## src/rtl/ram_arbiter_pkg.sv

```systemverilog
`default_nettype none
// ============================================================================
//  Module      : ram_arbiter_pkg
//  Description : Shared definitions for the RAM arbiter: transaction FSM
//                state encoding and default requester count / address width /
//                data width.
//  Revision    : 1.0 - initial release
// ============================================================================
package ram_arbiter_pkg;

    // Default geometry
    localparam int c_nreq_default = 4;    // number of requesters
    localparam int c_aw_default   = 15;   // RAM address width
    localparam int c_dw_default   = 16;   // RAM data width

    // Transaction FSM: one arbitration cycle, one address/write cycle, one
    // read-data cycle.
    typedef enum logic [1:0] {
        ST_IDLE  = 2'd0,
        ST_ISSUE = 2'd1,
        ST_RESP  = 2'd2
    } state_t;

endpackage : ram_arbiter_pkg
`default_nettype wire

```

## src/rtl/ram_arbiter_rr_pick.sv

```systemverilog
`default_nettype none
// ============================================================================
//  Module      : rr_pick
//  Description : Combinational rotating-priority selector. Starting at index
//                ptr and walking upward modulo NREQ, the first set request
//                bit wins.
//  Ports       : req   - request vector (already masked by the caller)
//                ptr   - index holding highest priority this cycle
//                gnt   - one-hot winner (all zero when nothing is requested)
//                valid - at least one request was found
//  Revision    : 1.0 - initial release
// ============================================================================
module rr_pick
    import ram_arbiter_pkg::*;
#(
    parameter int NREQ = c_nreq_default,
    parameter int PW   = (NREQ > 1) ? $clog2(NREQ) : 1
) (
    input  logic [NREQ-1:0] req,
    input  logic [PW-1:0]   ptr,
    output logic [NREQ-1:0] gnt,
    output logic            valid
);

    logic [NREQ-1:0] w_gnt;
    logic            w_found;

    // For every possible pointer value the search order is a fixed rotation,
    // so all indices below are elaboration-time constants; the live pointer
    // only selects which rotation is active.
    always_comb begin
        w_gnt   = '0;
        w_found = 1'b0;
        for (int p = 0; p < NREQ; p++) begin
            if (ptr == PW'(p)) begin
                for (int i = 0; i < NREQ; i++) begin
                    if (!w_found && req[(p + i) % NREQ]) begin
                        w_gnt[(p + i) % NREQ] = 1'b1;
                        w_found               = 1'b1;
                    end
                end
            end
        end
    end

    assign gnt   = w_gnt;
    assign valid = w_found;

endmodule : rr_pick
`default_nettype wire

```

## src/rtl/ram_arbiter.sv

```systemverilog
`default_nettype none
// ============================================================================
//  Module      : ram_arbiter
//  Description : Round-robin arbiter giving NREQ requesters access to one
//                shared single-port synchronous RAM. Every transaction takes
//                exactly three cycles: arbitrate (IDLE), present address and
//                optional write strobe (ISSUE), capture read data (RESP).
//  Ports       : clock, reset         - clock / synchronous active-high reset
//                req, we, addr, din   - per-requester request, write enable,
//                                       address and write data (flattened,
//                                       slice k at [k*AW +: AW] / [k*DW +: DW])
//                gnt                  - one-hot grant held for the transaction
//                ack                  - one-cycle completion pulse
//                dout                 - last read data, broadcast
//                mem_addr, mem_din,
//                mem_we, mem_dout     - RAM port (read data one cycle late)
//  Revision    : 1.0 - initial release
// ============================================================================
module ram_arbiter
    import ram_arbiter_pkg::*;
#(
    parameter int NREQ = c_nreq_default,
    parameter int AW   = c_aw_default,
    parameter int DW   = c_dw_default
) (
    input  logic             clock,
    input  logic             reset,
    input  logic [NREQ-1:0]  req,
    input  logic [NREQ-1:0]  we,
    input  logic [NREQ*AW-1:0] addr,
    input  logic [NREQ*DW-1:0] din,
    output logic [NREQ-1:0]  gnt,
    output logic [NREQ-1:0]  ack,
    output logic [DW-1:0]    dout,
    output logic [AW-1:0]    mem_addr,
    output logic [DW-1:0]    mem_din,
    output logic             mem_we,
    input  logic [DW-1:0]    mem_dout
);

    localparam int              c_pw   = (NREQ > 1) ? $clog2(NREQ) : 1;
    localparam logic [c_pw-1:0] c_last = c_pw'(NREQ - 1);

    // ------------------------------------------------------------------------
    // State
    // ------------------------------------------------------------------------
    state_t          r_state;
    logic [c_pw-1:0] r_ptr;
    logic [NREQ-1:0] r_gnt;
    logic [NREQ-1:0] r_ack;
    logic [DW-1:0]   r_dout;
    logic [AW-1:0]   r_mem_addr;
    logic [DW-1:0]   r_mem_din;
    logic            r_mem_we;
    logic            r_is_write;   // remembers direction after mem_we drops

    // ------------------------------------------------------------------------
    // Arbitration
    // ------------------------------------------------------------------------
    // A requester being acked this cycle has not yet had a chance to drop its
    // request, so it is kept out of this arbitration round.
    logic [NREQ-1:0] w_elig;
    logic [NREQ-1:0] w_win;
    logic            w_valid;

    assign w_elig = req & ~r_ack;

    rr_pick #(
        .NREQ (NREQ),
        .PW   (c_pw)
    ) u_rr_pick (
        .req   (w_elig),
        .ptr   (r_ptr),
        .gnt   (w_win),
        .valid (w_valid)
    );

    // Winner index and its sampled request fields.
    logic [c_pw-1:0] w_idx;
    logic [AW-1:0]   w_addr;
    logic [DW-1:0]   w_din;
    logic            w_we;
    logic [c_pw-1:0] w_ptr_nxt;

    always_comb begin
        w_idx  = '0;
        w_addr = '0;
        w_din  = '0;
        w_we   = 1'b0;
        for (int i = 0; i < NREQ; i++) begin
            if (w_win[i]) begin
                w_idx  = c_pw'(i);
                w_addr = addr[i*AW +: AW];
                w_din  = din[i*DW +: DW];
                w_we   = we[i];
            end
        end
    end

    // Priority moves to the requester just after the winner, wrapping at NREQ.
    assign w_ptr_nxt = (w_idx == c_last) ? '0 : w_idx + c_pw'(1);

    // ------------------------------------------------------------------------
    // Transaction FSM (all outputs registered)
    // ------------------------------------------------------------------------
    always_ff @(posedge clock) begin
        if (reset) begin
            r_state    <= ST_IDLE;
            r_ptr      <= '0;
            r_gnt      <= '0;
            r_ack      <= '0;
            r_dout     <= '0;
            r_mem_addr <= '0;
            r_mem_din  <= '0;
            r_mem_we   <= 1'b0;
            r_is_write <= 1'b0;
        end else begin
            // ack is a single-cycle pulse; only the RESP exit re-asserts it.
            r_ack <= '0;

            case (r_state)
                ST_IDLE: begin
                    if (w_valid) begin
                        r_gnt      <= w_win;
                        r_mem_addr <= w_addr;
                        r_mem_din  <= w_din;
                        r_mem_we   <= w_we;
                        r_is_write <= w_we;
                        r_ptr      <= w_ptr_nxt;
                        r_state    <= ST_ISSUE;
                    end
                end

                ST_ISSUE: begin
                    // Exactly one write strobe per write; address stays put
                    // while the RAM produces read data.
                    r_mem_we <= 1'b0;
                    r_state  <= ST_RESP;
                end

                ST_RESP: begin
                    r_ack <= r_gnt;
                    r_gnt <= '0;
                    if (!r_is_write) begin
                        r_dout <= mem_dout;
                    end
                    r_state <= ST_IDLE;
                end

                default: begin
                    r_mem_we <= 1'b0;
                    r_gnt    <= '0;
                    r_state  <= ST_IDLE;
                end
            endcase
        end
    end

    assign gnt      = r_gnt;
    assign ack      = r_ack;
    assign dout     = r_dout;
    assign mem_addr = r_mem_addr;
    assign mem_din  = r_mem_din;
    assign mem_we   = r_mem_we;

endmodule : ram_arbiter
`default_nettype wire

```

## config.mk

```make
export PLATFORM = sky130hd
export DESIGN_NAME = ram_arbiter
export DESIGN_NICKNAME = d
export VERILOG_FILES = /design/src/rtl/ram_arbiter_pkg.sv /design/src/rtl/ram_arbiter_rr_pick.sv /design/src/rtl/ram_arbiter.sv
export SDC_FILE = /design/constraint.sdc
export NUM_CORES = 1
export LEC_CHECK = 0
export BUFFER_PORTS_ARGS = -buffer_cell sky130_fd_sc_hd__buf_4
export CAP_MARGIN = 20
export CELL_PAD_IN_SITES_DETAIL_PLACEMENT = 0
export CELL_PAD_IN_SITES_GLOBAL_PLACEMENT = 1
export CORE_ASPECT_RATIO = 0.9
export CORE_MARGIN = 2
export CORE_UTILIZATION = 33
export CTS_BUF_LIST = sky130_fd_sc_hd__clkbuf_8
export DETAILED_ROUTE_END_ITERATION = 8
export HOLD_SLACK_MARGIN = 0.1
export PLACE_DENSITY = 0.78
export SETUP_SLACK_MARGIN = 0.1
export SKIP_LAST_GASP = 1
export SLEW_MARGIN = 10
export SYNTH_ARGS = -nofsm -noshare
export SYNTH_HDL_FRONTEND = slang
export SYNTH_SLANG_ARGS = --single-unit
```

## constraint.sdc

```tcl
create_clock -name clock -period 2.3 [get_ports clock]
set_clock_uncertainty 0.2 [all_clocks]
set_input_delay 0.115 -clock clock [delete_from_list [all_inputs] [get_ports clock]]
set_output_delay 0.115 -clock clock [all_outputs]
set_load 0.02 [all_outputs]
```

After elaboration in Yosys (flattened, before gate mapping)
Cells that the tools add are included.
- reductions and logical operators: 37
- equality and inequality tests: 7
- add/sub/neg operators: 1
- bitwise gates (word level): 5
- multiplexer cells: 73
- operators by type and width (operator ; number):
    16-bit two-way mux ; 4
    15-bit two-way mux ; 4
    1-bit two-way mux ; 53
    4-bit two-way mux ; 5
    1-bit logical AND ; 15
    1-bit logical NOT ; 15
    2-bit == test, second input constant ; 4
    2-bit two-way mux ; 4
    4-bit one-hot mux with 2 select lines ; 1
    2-bit AND reduction ; 4
    4-bit bitwise AND ; 1
    2-bit by 1-bit == test with 1-bit output, second input constant ; 2
    2-bit logical NOT ; 2
    4-bit NOT ; 1
    2-bit one-hot mux with 2 select lines ; 1
    1-bit NOT ; 3
    2-bit by 1-bit adder with 2-bit output, second input constant ; 1
    2-bit by 1-bit inequality test with 1-bit output, second input constant ; 1
    1-bit one-hot mux with 2 select lines ; 1
    2-bit OR reduction ; 1
- logic and storage cells: 132
- bits in registers: 61
- output and inout port bits: 56
- bits of input ports: 150

Longest topological paths before layout
- word-level depth: 70
- mapped depth: 7

Cells and area by module
From an unflattened synthesis, not the netlist that was laid out.
- cells, all modules: 362
- area total of the unflattened synthesis: 2871.5 um^2
- by module, submodules not included (module ; area an instance (um^2) ; seq. area each (um^2) ; times used ; cells an instance):
    ram_arbiter ; 2757.6 ; 1221.2 ; 1 ; 344
    rr_pick ; 113.9 ; 0.0 ; 1 ; 18

Least setup slack after synthesis
Ideal clock, no wire load.
- path kind: reg2reg
- start point: register r_ack[0] (netlist: ack[0])
- end point: register r_mem_addr[8] (netlist: mem_addr[8])
- library setup time: 125 ps
- clock period less this slack: 2015 ps
- stages on the path, launching flop included: 8
- path slack: 285 ps
- arrival: 1690 ps
- path through: dfxtp_1 > nand2b_1 > buf_6 > o21a_1 > o221a_4 > buf_6 > a2111oi_2 > o21ai_1
- cells in the longest elaborated chain, start to end: 66
- RTL lines (what ; line ; RTL):
    start, declared ; ram_arbiter.sv:50 ; logic [NREQ-1:0] r_ack;
    start signal, assigned ; ram_arbiter.sv:142 ; r_ack <= r_gnt;
    4-bit NOT * ; ram_arbiter.sv:66 ; assign w_elig = req & ~r_ack;
    4-bit bitwise AND * ; ram_arbiter.sv:66 ;
    1-bit two-way mux ; ram_arbiter_rr_pick.sv:37 ; if (!w_found && req[(p + i) % NREQ]) begin
    1-bit two-way mux ; ram_arbiter_rr_pick.sv:35 ; if (ptr == PW'(p)) begin
    1-bit logical NOT ; ram_arbiter_rr_pick.sv:37 ;
    1-bit logical AND ; ram_arbiter_rr_pick.sv:37 ;
    1-bit two-way mux ; ram_arbiter_rr_pick.sv:37 ;
    1-bit two-way mux ; ram_arbiter_rr_pick.sv:35 ;
    (+49 left out) ; - ;
    1-bit logical AND ; ram_arbiter_rr_pick.sv:37 ;
    1-bit two-way mux ; ram_arbiter_rr_pick.sv:37 ;
    1-bit two-way mux ; ram_arbiter_rr_pick.sv:35 ;
    1-bit logical NOT ; ram_arbiter_rr_pick.sv:37 ;
    1-bit logical AND ; ram_arbiter_rr_pick.sv:37 ;
    1-bit two-way mux ; ram_arbiter_rr_pick.sv:37 ;
    4-bit two-way mux ; ram_arbiter_rr_pick.sv:35 ;
    15-bit two-way mux (2 in a row) ; ram_arbiter.sv:91 ; if (w_win[i]) begin
    end signal, assigned ; ram_arbiter.sv:125 ; r_mem_addr <= w_addr;
    end, declared ; ram_arbiter.sv:52 ; logic [AW-1:0] r_mem_addr;
Every way passes the cells marked *; elsewhere a longest branch is shown, timed or not. The select of a mux whose other input is x is not followed.
A chain may end at the register's enable or synchronous reset.

Worst setup path after layout
- start point: register r_ack[0] (netlist: ack[0])
- end point: register r_mem_addr[7] (netlist: mem_addr[7])
Same word-level chain as after synthesis.

==> results.cfg <==
[run_status]
outcome = complete, no violations

[place]
port_buffers = 205
hpwl_mm = 12.1
gp_congestion = 0.830
pre_cts_ws_ps = -30.1

[die]
io_pins = 206
die_area_mm2 = 0.0139
die_h_um = 112
start_util = 0.337
num_rows = 39
die_w_um = 124
core_mm2 = 0.0126

[cts]
cts.sinks = 61
clkTransAtPathRegs_ps = 70
clock_path_buffers = 2
numCtsBuffers = 9
cts-root-buf = clkbuf_8
insertion_delay_ps = 360
cts_tree = done
htreeDepth = 3

[logic_synthesis]
synth_edf_count = 0
yosys.area.top_type = dfxtp_1
synth_area_mm2 = 0.00427
synthMuxAreaShare = 0.00939
synth-xor-area-share = 0
syn_avg_cell_area_um2 = 7.73
async_flop_share = 0
ys_seq_area_frac = 0.286
synth_warnings = 0
ys_ff_latch = 61
synthTopCellsByArea = dfxtp_1 (29%), nand3b_1 (11%), a2111oi_2 (9.5%)
yosys.area.top_type_share = 0.286
synth_cell_types = 44
synth_nets = 702
syn_inst = 552
synthSimpleGateAreaFrac = 0.291
synth_fa_ha_area_frac = 0
synth_top_family_by_area = compound AO/OA/AOI/OAI gates
ys.flop_type = dfxtp_1
synth_compound_area_frac = 0.338

[routing]
vias_per_cell = 5.47
drt_pass1_iterations = 6
ant_nets = 0
drt_iter0_markers = 566
routedWlPerCell_um = 17.4
drt_wl_total_mm = 18.5
drc = 0
vias = 5830

[grt]
grt_pass1_vias = 5692
grt_max_degree = 29
grt-ovfl-total = 0
track_usage = 0.261
grt_pass1_wl_mm = 28.2
antenna_found_initial = 0

[timing]
final_max_slew_viol_count = 0
finalSetupViolCount = 0
timing.fmax_mhz = 470
layout_setup_ws_ps = 173
grt_setup_unrepaired = yes
fin_worst_hold_slack_ps = 114
fin_crit_ps = 2130
final-hold-violation-count = 0
worst_slew_pin_slew_ps = 490
fin_crit_sh = 0.925
slew_headroom = 0.665

[pwr]
ir_drop_mv = 0.381
cellPowerDensity_mw_per_mm2 = 504
p_leak_uw = 0.00323

[critical_path]
cp-start-kind = register
worstSetupPathType = reg2reg
required_ps = 2340
crit_top_cell = buf_4
crit_fanout = 7
arrival_ps = 2170
slowest_stage = dfxtp_1
cpPeakStageDelay_ps = 340
end_kind = register
path_cells = nand2b_2, buf_4, a21oi_4, buf_4, o22ai_1, a2111oi_2, o21ai_1

[layout]
final_nets = 1047
layout_common_cells = buf_4 (239), dlygate4sd3_1 (145), nand2_1 (67), o22ai_1 (64), nand3b_1 (63)
layout-drive-gt1-share = 0.350
syn2layout_area_growth_pct = 86.0
final_common_cell = buf_4
num_antenna_cells = 0

[min_path]
min_path_type = in2reg

[job]
drv_cap = 0
synthesized netlist by cell type, types with 2 or more instances:
cell / count
nand2_1: 67
o22ai_1: 64
nand3b_1: 63
nand3_1: 62
dfxtp_1: 61
o21ai_0: 31
o21ai_1: 31
clkbuf_1: 29
a2111oi_2: 27
buf_2: 22
a21oi_1: 19
nor2_1: 12
nor2b_1: 6
buf_1: 5
buf_6: 5
a2111oi_0: 4
and2_1: 4
mux2i_1: 4
nand2b_1: 4
buf_4: 3
a211oi_1: 2
a21boi_1: 2
a21oi_2: 2
a31oi_1: 2
o32ai_1: 2
state kept, by name (all words and copies together) (netlist names):
register,cells
dout,16
mem_din,16
ack,4
r_is_write,1
r_ptr,2
mem_addr,15
r_state,2
gnt,4
mem_we,1
per-layer routing:
metal	global-route usage	share of wire	vias to the layer above	wire (um)
met1	0.329	0.41	2710	7620
met2	0.431	0.48	286	8860
li1	-	-	2778	-
met4	0.120	0.033	0	612
met3	0.0446	0.077	56	1430
met5	0	0	-	0
cell families after synthesis:
| logic type | Yosys count |
|---|---|
| flip-flops | 61 |
| AND/OR/NAND/NOR | 226 |
| buffers and inverters | 65 |
| AO/OA/AOI/OAI | 196 |
| multiplexers | 4 |
stage by stage:
| stage | instances | utilization | TNS, ps | total power (uW) | cell area [um2] |
|---|---|---|---|---|---|
| final | 1066 | 0.628 | 0 | 4000 | 7930 |
| after global routing | 1066 | 0.628 | 0 | 4200 | 7930 |
| after CTS | 1058 | 0.615 | 0 | 3930 | 7770 |
| after detailed placement | 894 | 0.481 | -30.1 | 2710 | 6080 |
| after global placement | 894 | 0.481 | 0 | 2680 | 6080 |
| after floorplan | 552 | - | 0 | 2090 | 4270 |
final cells by class:
class                           instances  area [um2]
Clock buffer                           10         138
Clock inverter                          6        62.6
Fill cell                            1081        4700
Inverter                                1        3.75
Multi-Input combinational cell        426        2830
Sequential cell                        61        1220
Tap cell                              164         205
Timing Repair Buffer                  398        3470
worst max-delay path, delay by kind of cell (launching register included):
| kind | cells | cell delay, ps |
|---|---|---|
| AOI/OAI and AO/OA | 4 | 830 |
| buffers and inverters | 2 | 400 |
| DFF | 1 | 340 |
| and+or+nand+nor | 1 | 230 |
where the power goes:
group | switching, uW | total, uW | leakage (uW) | internal [uW]
Clock | 487 | 1010 | 0.000100 | 528
Combinational | 833 | 1740 | 0.00263 | 910
Sequential | 73.7 | 1240 | 0.000500 | 1170
Total | 1390 | 4000 | 0.00323 | 2600
worst paths after layout:
kind / start / to / slack [ps] / cells past startpoint
setup / recovery: ack[0] / mem_addr[7] / 170 / 7
hold / removal: addr[42] / mem_addr[12] / 110 / 5
setup reg to reg: ack[0] / mem_addr[7] / 170 / 7
hold reg to reg: mem_din[12] / mem_din[12] / 250 / 2
what timing repair did:
action                                 CTS  global route
gates resized for setup                  2            14
setup endpoints to repair                7            32
hold buffers                           145             0
buffers inserted                         3             7
cloned                                   0             1
pin swaps                                0             2
endpoints found under the hold margin   51             0
Power figures use the tool's default switching activity.
